==> config.mk <==
export PLATFORM = sky130hd
export DESIGN_NAME = counter_updown_mod_flat
export DESIGN_NICKNAME = d
export VERILOG_FILES = /design/src/rtl/counter_updown_mod_if.sv /design/src/rtl/counter_updown_mod.sv /design/src/flat_wrapper.sv
export SDC_FILE = /design/constraint.sdc
export NUM_CORES = 1
export LEC_CHECK = 0
export ABC_AREA = 0
export ABC_CLOCK_PERIOD_IN_PS = 2300
export BUFFER_PORTS_ARGS = -buffer_cell sky130_fd_sc_hd__buf_4
export CAP_MARGIN = 20
export CELL_PAD_IN_SITES_DETAIL_PLACEMENT = 1
export CELL_PAD_IN_SITES_GLOBAL_PLACEMENT = 1
export CORE_MARGIN = 8
export CORE_UTILIZATION = 32
export DETAILED_ROUTE_END_ITERATION = 7
export GPL_ROUTABILITY_DRIVEN = 0
export PLACE_DENSITY = 0.81
export SYNTH_ARGS = -nofsm -noshare
export SYNTH_HDL_FRONTEND = slang
export SYNTH_SLANG_ARGS = --single-unit
==> constraint.sdc <==
create_clock -name i_clk -period 2.3 [get_ports i_clk]
set_clock_uncertainty 0.15 [all_clocks]
set_input_delay 0.23 -clock i_clk [delete_from_list [all_inputs] [get_ports i_clk]]
set_output_delay 0.23 -clock i_clk [all_outputs]
set_load 0.01 [all_outputs]
==> src/rtl/counter_updown_mod_if.sv <==
`default_nettype none
// ============================================================================
// Module   : counter_updown_mod_if
// Purpose  : Control/status bundle for the up/down modulo counter.
// Revision : 1.0 - initial release
// ============================================================================
interface counter_updown_mod_if #(
  parameter int WIDTH = 4
);
  logic             i_en;
  logic             i_up;
  logic             i_oneshot;
  logic             i_load;
  logic [WIDTH-1:0] i_load_val;
  logic [WIDTH-1:0] o_out;
  logic             o_tc;
  logic             o_wrap;
  logic             o_done;

  // Master drives the controls; the counter is the slave.
  modport master (
    output i_en, i_up, i_oneshot, i_load, i_load_val,
    input  o_out, o_tc, o_wrap, o_done
  );

  modport slave (
    input  i_en, i_up, i_oneshot, i_load, i_load_val,
    output o_out, o_tc, o_wrap, o_done
  );
endinterface
`default_nettype wire

==> src/rtl/counter_updown_mod.sv <==
`default_nettype none
// ============================================================================
// Module   : counter_updown_mod
// Purpose  : Up/down modulo-N counter with load, prescaler and one-shot mode.
// Revision : 1.0 - initial release
// ============================================================================
module counter_updown_mod #(
  parameter int WIDTH     = 4,
  parameter int MODULO    = 2**WIDTH,
  parameter int RESET_VAL = 0,
  parameter int PRESCALE  = 1
) (
  input  wire logic            i_clk,
  input  wire logic            i_reset,
  counter_updown_mod_if.slave  bus
);

  localparam logic [WIDTH-1:0] C_MAX = WIDTH'(MODULO - 1);
  localparam logic [WIDTH-1:0] C_RST = WIDTH'(RESET_VAL);
  localparam logic [WIDTH-1:0] C_ONE = WIDTH'(1);
  localparam logic [WIDTH:0]   C_MOD = (WIDTH + 1)'(MODULO);

  if (WIDTH < 1 || WIDTH > 30) begin : g_bad_width
    $error("counter_updown_mod: WIDTH must be in 1..30");
  end
  if (MODULO < 2 || MODULO > 2**WIDTH) begin : g_bad_modulo
    $error("counter_updown_mod: MODULO must be in 2..2**WIDTH");
  end
  if (RESET_VAL < 0 || RESET_VAL >= MODULO) begin : g_bad_reset
    $error("counter_updown_mod: RESET_VAL must be in 0..MODULO-1");
  end
  if (PRESCALE < 1) begin : g_bad_prescale
    $error("counter_updown_mod: PRESCALE must be >= 1");
  end

  logic [WIDTH-1:0] r_out;
  logic             r_wrap;
  logic             r_done;
  logic             w_tick;
  logic             w_at_term;
  logic [WIDTH-1:0] w_term;
  logic [WIDTH-1:0] w_load_clamped;

  // Prescaler: a tick is the last enabled cycle of each PRESCALE-long period.
  if (PRESCALE == 1) begin : g_no_psc
    assign w_tick = bus.i_en;
  end else begin : g_psc
    localparam int            PSC_W     = $clog2(PRESCALE);
    localparam logic [PSC_W-1:0] C_PSC_MAX = PSC_W'(PRESCALE - 1);
    localparam logic [PSC_W-1:0] C_PSC_ONE = PSC_W'(1);

    logic [PSC_W-1:0] r_psc;

    always_ff @(posedge i_clk) begin
      if (i_reset) begin
        r_psc <= '0;
      end else if (bus.i_load) begin
        r_psc <= '0;
      end else if (bus.i_en) begin
        r_psc <= (r_psc == C_PSC_MAX) ? '0 : r_psc + C_PSC_ONE;
      end
    end

    assign w_tick = bus.i_en && (r_psc == C_PSC_MAX);
  end

  assign w_term         = bus.i_up ? C_MAX : '0;
  assign w_at_term      = (r_out == w_term);
  assign w_load_clamped = ({1'b0, bus.i_load_val} >= C_MOD) ? C_MAX : bus.i_load_val;

  always_ff @(posedge i_clk) begin
    if (i_reset) begin
      r_out  <= C_RST;
      r_wrap <= 1'b0;
      r_done <= 1'b0;
    end else if (bus.i_load) begin
      r_out  <= w_load_clamped;
      r_wrap <= 1'b0;
      r_done <= 1'b0;
    end else begin
      r_wrap <= 1'b0;
      if (w_tick) begin
        if (!w_at_term) begin
          r_out <= bus.i_up ? r_out + C_ONE : r_out - C_ONE;
        end else if (!bus.i_oneshot) begin
          r_out  <= bus.i_up ? '0 : C_MAX;
          r_wrap <= 1'b1;
        end else begin
          // One-shot: park at the terminal value and latch completion.
          r_done <= 1'b1;
        end
      end
    end
  end

  assign bus.o_out  = r_out;
  assign bus.o_tc   = w_at_term;
  assign bus.o_wrap = r_wrap;
  assign bus.o_done = r_done;

endmodule
`default_nettype wire
==> src/flat_wrapper.sv <==
// flat-port wrapper written by rule: the top's interface ports become plain ports
module counter_updown_mod_flat 
#(
  parameter int WIDTH     = 4,
  parameter int MODULO    = 2**WIDTH,
  parameter int RESET_VAL = 0,
  parameter int PRESCALE  = 1
)
  (i_clk, i_reset, bus_i_en, bus_i_up, bus_i_oneshot, bus_i_load, bus_i_load_val, bus_o_out, bus_o_tc, bus_o_wrap, bus_o_done);
  counter_updown_mod_if #(.WIDTH(WIDTH)) bus_i ();
  input  wire logic i_clk;
  input  wire logic i_reset;
  input wire logic [$bits(bus_i.i_en)-1:0] bus_i_en;
  input wire logic [$bits(bus_i.i_up)-1:0] bus_i_up;
  input wire logic [$bits(bus_i.i_oneshot)-1:0] bus_i_oneshot;
  input wire logic [$bits(bus_i.i_load)-1:0] bus_i_load;
  input wire logic [$bits(bus_i.i_load_val)-1:0] bus_i_load_val;
  output wire logic [$bits(bus_i.o_out)-1:0] bus_o_out;
  output wire logic [$bits(bus_i.o_tc)-1:0] bus_o_tc;
  output wire logic [$bits(bus_i.o_wrap)-1:0] bus_o_wrap;
  output wire logic [$bits(bus_i.o_done)-1:0] bus_o_done;
  assign bus_i.i_en = bus_i_en;
  assign bus_i.i_up = bus_i_up;
  assign bus_i.i_oneshot = bus_i_oneshot;
  assign bus_i.i_load = bus_i_load;
  assign bus_i.i_load_val = bus_i_load_val;
  assign bus_o_out = bus_i.o_out;
  assign bus_o_tc = bus_i.o_tc;
  assign bus_o_wrap = bus_i.o_wrap;
  assign bus_o_done = bus_i.o_done;
  counter_updown_mod #(.WIDTH(WIDTH), .MODULO(MODULO), .RESET_VAL(RESET_VAL), .PRESCALE(PRESCALE)) u_core (.i_clk(i_clk), .i_reset(i_reset), .bus(bus_i));
endmodule
==> metrics.yaml, run 1 <==
timing:
  period_minus_slack_ps: 1840
  setup_tns_ps: 0
  hold_viol: 0
  rsz0062_at_grt: "false"
  setup_viol: 0
  finalCritPeriodShare: 0.802
  slew_headroom: 0.708
  worst_pin_slew_ps: 436
  max_freq_mhz: 542
  slew_viol_final: 0
routing:
  antenna_left: 0
  drcViolationCount: 0
  dr.first_iter.drc_count: 4
  wl_mm: 1.27
  num_vias: 461
  firstDrtPassIters: 2
  wl_per_cell_um: 15.2
  viasPerCell: 5.49
synth:
  synth_area_um2: 445
  synth_most_common_cell: "dfxtp_1"
  ys_dominant_reg_cell: "dfxtp_1"
  ys_seq_area_frac: 0.270
  synth_top_area_share: 0.270
  ys_ff_latch: 6
  synthTopCellsByCount: "dfxtp_1, nand3_1, inv_1"
  avgSynthCellArea_um2: 8.73
  yosysUniqueCellTypes: 24
  synthCells: 51
  ys_async_sr_fraction: 0
  yosysTopAreaCell: "dfxtp_1"
  synth_edf_count: 0
  synth_nets: 64
  yosysWarningCount: 0
  synth.area.top_cells: "dfxtp_1, ha_1, nand3_1"
placed_design:
  dp_hpwl_mm: 1.04
  placed_cell_area_um2: 579
  io_buffers: 16
clock_tree:
  cts_setup_buffers: 0
  cts.sinks: 6
  cts_tree: "built"
  numCtsBuffers: 3
  clk_pin_slew_ps: 50
  cts_buffer_depth: 2
  cts_resized: 0
  hold_buffers: 0
  root_buffer: "clkbuf_4"
  insertion_delay_ps: 250
  htreeDepth: 1
final_layout:
  fin_area_um2: 602
  fin_nets: 84
  drive_gt1_frac: 0.319
  syn2layout_area_growth_pct: 35.1
  antennaDiodeCount: 0
grt:
  grt_pass1_vias: 472
  grt_first_pass_wirelength_mm: 2.10
  grt_max_degree: 9
  grt_usage: 0.103
  overflow: 0
  antenna_found_initial: 0
worst_setup_path:
  end_kind: "output port"
  startpoint: "u_core.bus.o_out[2]"
  critPathKind: "reg -> out"
  required_ps: 1920
  crit_slowest_cell: "ha_1"
  r2r-start: "u_core.bus.o_out[2]"
  critPathLaunchType: "flip-flop"
  worstPathCellList: "ha_1 -> nand2_1 -> a21oi_2 -> buf_4"
  cpPeakStageDelay_ps: 370
  critPathArrivalTime_ps: 1460
  critPathMaxFanout: 5
floorplanning:
  io_pins: 17
  initial_core_util: 0.342
  rows: 13
  die_y_um: 53.3
  design.die.area_um2: 2840
  fp.coreArea_um2: 1300
  die_w_um: 53.3
hold_path:
  hold_path.class: "in -> reg"
  min-delay-start: "i_reset"
outcome:
  outcome: "completed"
power:
  cellLeakagePower_uw: 0.000271
  ir_drop_v: 0.000291
  pwr_density_cell_nw_per_um2: 531
job:
  drv_cap: 0
-- area by class of cell --
cell class | count | area (um^2)
repair buffers | 16 | 120
well taps | 15 | 18.8
clock buffers | 3 | 22.5
flip-flops and latches | 6 | 120
inverters | 4 | 15.0
fillers | 170 | 699
multi-input cells | 40 | 305
-- kinds of logic after synthesis --
kind of cell               Yosys count  share of synthesized area
DFF                                  6                      0.270
buffers and inverters                5                     0.0449
xor gates and xnor gates             1                     0.0197
muxes                                2                     0.0449
AOI/OAI and AO/OA                   15                      0.275
adders and majority gates            3                      0.101
and+or+nand+nor                     19                      0.244
-- flip-flops by register name, indices dropped and copies added, names as in the netlist --
signal             flops
u_core.bus.o_out       4
u_core.bus.o_done      1
u_core.bus.o_wrap      1
-- stage by stage --
| step | utilization | setup WS, ps | std cells | hold WS (ps) | power, uW |
|---|---|---|---|---|---|
| 2_1_floorplan | - | 617 | 51 | 148 | 182 |
| 3_3_place_gp | 0.445 | 454 | 81 | 295 | 222 |
| 3_5_place_dp | 0.445 | 407 | 81 | 296 | 224 |
| 4_1_cts | 0.463 | 424 | 84 | 32.4 | 326 |
| 5_1_grt | 0.463 | 344 | 84 | 28.9 | 344 |
| 6_report | 0.463 | 455 | 84 | 38.5 | 320 |
-- cell usage in the layout (no fill, tap or decap) --
cell and instances:
fa_1 1, or4_1 2, nor2_1 3, buf_4 16, nand2_1 2, a21oi_1 2
or3_4 1, nor2b_1 1, o311ai_0 2, a311oi_2 1, o2bb2ai_1 2, inv_1 4
a21oi_2 1, nand3_1 5, dfxtp_1 6, mux2i_1 2, and3b_1 2, a21o_1 3
a211oi_1 1, xor2_1 1, clkbuf_4 3, a31oi_1 1, a221oi_1 2, nor3_1 3
ha_1 2
-- path summary, 6_finish.rpt --
path                    endpoint  slack, ps  cells after the start
max                     bus_o_tc        460                      4
min          u_core.bus.o_out[0]         40                      2
max reg2reg  u_core.bus.o_out[3]        510                      5
min reg2reg    u_core.bus.o_done        370                      2
-- worst max-delay path: cells and delay by family, from the launching register on --
family	cells	cell delay (ps)
compound gates	1	220
fa+ha+maj	1	370
simple gates	1	120
flops	1	330
buf+inv	1	170
-- power by group --
part	leakage [uW]	switching, uW	internal (uW)
registers	0.0000494	10.4	111
logic	0.000208	50.3	48.4
clock network	0.0000138	39.9	59.1
total	0.000271	101	219
-- layer usage --
layer | track usage | vias up | wire length [um]
li1 | - | 238 | -
met2 | 0.154 | 15 | 551
met1 | 0.110 | 204 | 575
met4 | 0.0630 | 0 | 33
met3 | 0.0560 | 4 | 113
met5 | 0 | - | 0
No activity file was read; power rests on OpenSTA's default activity.
==> run 2, diff against run 1 <==
- ABC_AREA: 0 -> 1
- ABC_CLOCK_PERIOD_IN_PS: 2300 -> 1900
- PLACE_DENSITY: 0.81 -> 0.83
- clock period: 2.3 -> 1.9 ns (I/O delays scaled with it)
==> run 2 against run 1 <==
Against the previous run:
- non-clock buffer count grew 2
- global-route usage fell by 1.5 points
- sequential share of layout area shrank 2.3 points
- worst hold slack improved by 31 ps
- largest cell class unchanged
==> metrics.yaml, run 2 <==
grt:
  grt_usage: 0.0878  # was 0.103
  antenna_found_initial: 0  # unchanged
  grt_max_degree: 8  # was 9
  grt_first_pass_wirelength_mm: 2.27  # was 2.10 mm
  overflow: 0  # unchanged
  grt_pass1_vias: 547  # was 472
placed_design:
  dp_hpwl_mm: 1.14  # was 1.04 mm
  io_buffers: 16  # unchanged
  place_inst: 106  # was 81
clock_tree:
  clk_pin_slew_ps: 50  # about the same
  insertion_delay_ps: 240  # was 250 ps
  cts.sinks: 6  # unchanged
  numCtsBuffers: 3  # unchanged
  cts_buffer_depth: 2  # unchanged
  htreeDepth: 1  # unchanged
  root_buffer: "clkbuf_4"  # unchanged
  cts_resized: 0  # unchanged
  cts_tree: "built"  # unchanged
routing:
  firstDrtPassIters: 4  # was 2
  dr.first_iter.drc_count: 6  # was 4
  top_layer: "met4"  # unchanged
  wl_met3_um: 89  # was 113 um
  wl_mm: 1.38  # was 1.27 mm
  wirelength_met1_um: 637  # was 575 um
  met2_length_um: 647  # was 551 um
  viasPerCell: 4.69  # was 5.49
  drcViolationCount: 0  # unchanged
  wl_per_cell_um: 12.4  # was 15.2 um
  antenna_left: 0  # unchanged
  num_vias: 521  # was 461
worst_setup_path:
  crit_family: "adder cells"  # unchanged
  worstPathCellList: "ha_1 -> nand2_1 -> inv_2 -> nand2_2 -> nor2_8 -> buf_4"  # was ha_1 -> nand2_1 -> a21oi_2 -> buf_4
  critPathKind: "reg -> out"  # unchanged
  required_ps: 1560  # was 1920 ps
  end_kind: "output port"  # unchanged
  crit_slowest_cell: "ha_1"  # unchanged
  crit_buf_inv: 2  # was 1
  critPathMaxFanout: 7  # was 5
  critPathLaunchType: "flip-flop"  # unchanged
  critPathArrivalTime_ps: 1450  # was 1460 ps
  cpPeakStageDelay_ps: 340  # was 370 ps
power:
  pwr_density_cell_nw_per_um2: 644  # was 531 nW/um^2
  cellLeakagePower_uw: 0.000366  # was 0.000271 uW
  ir_drop_v: 0.000390  # was 0.000291 V
timing:
  slew_viol_final: 0  # unchanged
  period_minus_slack_ps: 1790
  setup_tns_ps: 0  # unchanged
  hold_viol: 0  # unchanged
  rsz0062_at_grt: "false"  # unchanged
  fin_hold_ws_ps: 69.7  # was 38.5 ps
  worst_pin_slew_ps: 291  # was 436 ps
  setup_viol: 0  # unchanged
  slew_headroom: 0.806  # was 0.708
  finalCritPeriodShare: 0.940
  max_freq_mhz: 560
floorplanning:
  fp.coreArea_um2: 1490  # was 1300 um^2
  die_y_um: 55.5  # was 53.3 um
  io_pins: 17  # unchanged
  design.die.area_um2: 3080  # was 2840 um^2
  rows: 14  # was 13
  die_w_um: 55.5  # was 53.3 um
  initial_core_util: 0.335  # was 0.342
outcome:
  outcome: "completed"  # unchanged
synth:
  ys_ff_latch: 6  # unchanged
  ys_async_sr_fraction: 0  # unchanged
  synth_mux_area_frac: 0  # was 0.0449
  ys_dominant_reg_cell: "dfxtp_1"  # unchanged
  synth_compound_area_frac: 0.0501  # was 0.275
  yosys.area_share.simple: 0.494  # was 0.244
  synth_top_area_share: 0.241  # was 0.270
  synth.area.top_cells: "dfxtp_1, nor2_1, nand2_1"  # was dfxtp_1, ha_1, nand3_1
  synth-adder-area-share: 0.0902  # was 0.101
  synth_top_family_by_area: "simple AND/OR/NAND/NOR gates"  # was compound AO/OA/AOI/OAI gates
  ys_seq_area_frac: 0.241  # was 0.270
  yosysUniqueCellTypes: 20  # was 24
  synth_xor_area_frac: 0.0351  # was 0.0197
  yosysTopAreaCell: "dfxtp_1"  # unchanged
  synth_most_common_cell: "nor2_1"  # was dfxtp_1
  yosysWarningCount: 0  # unchanged
  synth_edf_count: 0  # unchanged
  synthCells: 74  # was 51
  synth_nets: 87  # was 64
  avgSynthCellArea_um2: 6.75  # was 8.73 um^2
  synthTopCellsByCount: "nor2_1, nand2_1, inv_1"  # was dfxtp_1, nand3_1, inv_1
  synth_area_um2: 499  # was 445 um^2
final_layout:
  layout_commonest_cell: "nor2_1"  # was buf_4
  antennaDiodeCount: 0  # unchanged
  drive_gt1_frac: 0.368  # was 0.319
  syn2layout_area_growth_pct: 36.6  # was 35.1%
  final_cells: 111  # was 84
  fin_nets: 110  # was 84
  largest_register_ffs: 4  # unchanged
  final_cell_mix: "nor2_1, nand2_1, buf_4"  # was buf_4, dfxtp_1, nand3_1
job:
  drv_cap: 0  # unchanged
hold_path:
  hold_path.class: "in -> reg"  # unchanged
run 2: final cells by class:
type	count	area (um^2)
clock buffers	3	22.5
fillers	191	807
inverters	12	45.0
multi-input cells	56	334
flip-flops and latches	6	120
well taps	16	20.0
repair buffers	18	140
run 2: timing repair:
item,CTS,global route
hold endpoints to repair,2,0
hold buffers,2,0
buffers inserted,0,0
run 2: per-stage QoR:
stage	area (um^2)	utilization	total power, uW	setup WS (ps)
2_1_floorplan	499	-	259	365
3_3_place_gp	639	0.429	314	278
3_5_place_dp	639	0.429	319	232
4_1_cts	682	0.458	452	86.8
5_1_grt	682	0.458	471	50.5
6_report	682	0.458	439	113
run 2: report_power, final:
part           internal, uW  total, uW  switching, uW
clock network          71.7        121           49.6
logic                  74.6        170           95.1
registers               136        148           12.9
run 2: path summary, 6_finish.rpt:
kind | start | cells past startpoint | end | slack, ps
min | bus_i_en | 3 | u_core.bus.o_done | 70
max reg2reg | u_core.bus.o_out[2] | 10 | u_core.bus.o_out[3] | 280
max | u_core.bus.o_out[2] | 6 | bus_o_tc | 110
min reg2reg | u_core.bus.o_done | 2 | u_core.bus.o_done | 340
run 2: routing by layer:
metal,global-route usage,up-vias
met5,0,-
met4,0.0528,0
met3,0.0297,2
met2,0.139,11
met1,0.0982,240
li1,-,268
run 2: cells by family after synthesis:
| kind of cell | Yosys count |
|---|---|
| compound gates | 4 |
| fa+ha+maj | 3 |
| xor+xnor | 2 |
| buf+inv | 12 |
| simple gates | 47 |
| flops | 6 |
run 2: tightest hold or removal path, delay by kind of cell:
kind	cells	cell delay (ps)
buffers and inverters	1	90
AO/OA/AOI/OAI	1	80
AND/OR/NAND/NOR	1	70
==> run 3, diff against run 2 <==
- ABC_AREA: 1 -> not set
- PLACE_DENSITY: 0.83 -> 0.81
==> run 3 against run 2 <==
Against the previous run:
- power fell by 8.3%
- combinational power decreased by 26%
- global-route usage rose by 2.3 points
- critical path depth down 2
- wire length rose by 3.4%
- count of clock-buffer cells in the layout unchanged
- flip-flop and latch count stayed put
- first-iteration DRC count shrank 67%
- worst hold slack got worse by 46 ps
- die area fell by 7.7%
- via count down 4.8%
- largest cell class unchanged
==> metrics.yaml, run 3 (synthesized netlist as in run 1, its figures left out) <==
outcome:
  outcome: "completed"  # unchanged
routing:
  drcViolationCount: 0  # unchanged
  wl_mm: 1.43  # was 1.38 mm
  wl_per_cell_um: 16.8  # was 12.4 um
  num_vias: 496  # was 521
  antenna_left: 0  # unchanged
  firstDrtPassIters: 4  # unchanged
  viasPerCell: 5.84  # was 4.69
  dr.first_iter.drc_count: 2  # was 6
job:
  drv_cap: 0  # unchanged
clock_tree:
  htreeDepth: 1  # unchanged
  cts_buffer_depth: 2  # unchanged
  clk_pin_slew_ps: 60  # was 50 ps
  insertion_delay_ps: 260  # was 240 ps
  root_buffer: "clkbuf_4"  # unchanged
  numCtsBuffers: 3  # unchanged
  cts.sinks: 6  # unchanged
  cts_tree: "built"  # unchanged
floorplanning:
  die_y_um: 53.3  # was 55.5 um
  die_w_um: 53.3  # was 55.5 um
  fp.coreArea_um2: 1300  # was 1490 um^2
  design.die.area_um2: 2840  # was 3080 um^2
  initial_core_util: 0.342  # was 0.335
  io_pins: 17  # unchanged
  rows: 13  # was 14
timing:
  period_minus_slack_ps: 1800  # was 1790 ps
  max_freq_mhz: 556  # was 560 MHz
  fin_hold_ws_ps: 23.6  # was 69.7 ps
  slew_headroom: 0.725  # was 0.806
  finalCritPeriodShare: 0.946  # was 0.940
  setup_tns_ps: 0  # unchanged
  setup_viol: 0  # unchanged
  worst_pin_slew_ps: 411  # was 291 ps
  slew_viol_final: 0  # unchanged
  hold_viol: 0  # unchanged
  rsz0062_at_grt: "false"  # unchanged
worst_setup_path:
  crit_family: "adder cells"  # unchanged
  cpPeakStageDelay_ps: 390  # was 340 ps
  crit_slowest_cell: "ha_1"  # unchanged
  startpoint: "u_core.bus.o_out[2]"  # unchanged
  critPathMaxFanout: 5  # was 7
  crit_buf_inv: 1  # was 2
  r2r-start: "u_core.bus.o_out[2]"  # unchanged
  required_ps: 1560  # about the same
  critPathArrivalTime_ps: 1460  # was 1450 ps
  critPathKind: "reg -> out"  # unchanged
  end_kind: "output port"  # unchanged
  worstPathCellList: "ha_1 -> nand2_1 -> a21oi_2 -> buf_4"  # was ha_1 -> nand2_1 -> inv_2 -> nand2_2 -> nor2_8 -> buf_4
  critPathLaunchType: "flip-flop"  # unchanged
grt:
  antenna_found_initial: 0  # unchanged
  grt_pass1_vias: 494  # was 547
  grt_max_degree: 9  # was 8
  grt_usage: 0.111  # was 0.0878
  grt_first_pass_wirelength_mm: 2.28  # was 2.27 mm
  overflow: 0  # unchanged
placed_design:
  dp_hpwl_mm: 1.15  # was 1.14 mm
  io_buffers: 16  # unchanged
  placed_cell_area_um2: 579  # was 639 um^2
final_layout:
  seqCellArea_um2: 120  # unchanged
  fin_nets: 85  # was 110
  fin_area_um2: 612  # was 682 um^2
  drive_gt1_frac: 0.314  # was 0.368
  layout_commonest_cell: "buf_4"  # was nor2_1
  multi_input_area_um2: 305  # was 334 um^2
  syn2layout_area_growth_pct: 37.4  # was 36.6%
  antennaDiodeCount: 0  # unchanged
  largest_register_ffs: 4  # unchanged
  final_cell_mix: "buf_4, dfxtp_1, nand3_1"  # was nor2_1, nand2_1, buf_4
  n_fill_cell: 159  # was 191
power:
  ir_drop_v: 0.000334  # was 0.000390 V
  cellLeakagePower_uw: 0.000276  # was 0.000366 uW
  pwr_density_cell_nw_per_um2: 658  # was 644 nW/um^2
hold_path:
  min-delay-start: "bus_i_load"  # was bus_i_en
  hold_path.class: "in -> reg"  # unchanged
==> run 3: cell types whose count changed in the layout (fill, tap and decap cells not counted), moves of 3 or more <==
cell,delta
nand2_2,-4
nand2_1,-14
inv_1,-4
nor2_1,-15
nor3_1,+3
nand3_1,+4
nand2_4,-3
a21o_1,+3
inv_2,-4
==> run 3: worst paths after layout <==
path                            cells past startpoint  slack (ps)                   to
worst max-delay path                                4         100             bus_o_tc
worst max register to register                      5         110  u_core.bus.o_out[3]
worst min-delay path                                2          20    u_core.bus.o_done
worst min register to register                      2         390    u_core.bus.o_done
==> run 3: routing by layer <==
| layer | up-vias | global-route usage | routed length [um] |
|---|---|---|---|
| li1 | 239 | - | - |
| met5 | - | 0 | 0 |
| met2 | 17 | 0.186 | 704 |
| met3 | 4 | 0.0420 | 113 |
| met4 | 0 | 0.0630 | 31 |
| met1 | 236 | 0.117 | 576 |
==> run 3: worst register-to-register path: cells and delay by family (launching register included) <==
kind                     cells  cell delay (ps)
adder cells (fa/ha/maj)      1              380
flip-flops                   1              330
AND/OR/NAND/NOR              4              860
==> run 3: metrics by stage <==
stage	util	worst slack (ps)	total power [uW]	cells
4_1_cts	0.470	77.9	408	85
2_1_floorplan	-	217	220	51
6_report	0.470	102	403	85
3_5_place_dp	0.445	16.1	275	81
3_3_place_gp	0.445	91.5	269	81
5_1_grt	0.470	9.98	426	85
==> run 3: final cells by class <==
cell class | count | share of cell area
clock buffer | 3 | 0.0368
inverter | 4 | 0.0245
tap | 15 | 0.0307
multi-input combinational | 40 | 0.499
timing repair buffer | 17 | 0.213
sequential | 6 | 0.196
==> run 3: power breakdown <==
group | total [uW] | internal [uW] | switching (uW)
registers | 148 | 135 | 13.5
clock network | 129 | 72.2 | 57.0
logic | 126 | 60.5 | 65.0
==> run 3: timing repair <==
item                                    4_1_cts  5_1_grt
hold buffers                                  1        0
buffers inserted                              0        0
endpoints found under the hold margin         2        0
resized for setup                             0        1
endpoints found under the setup margin        0        1
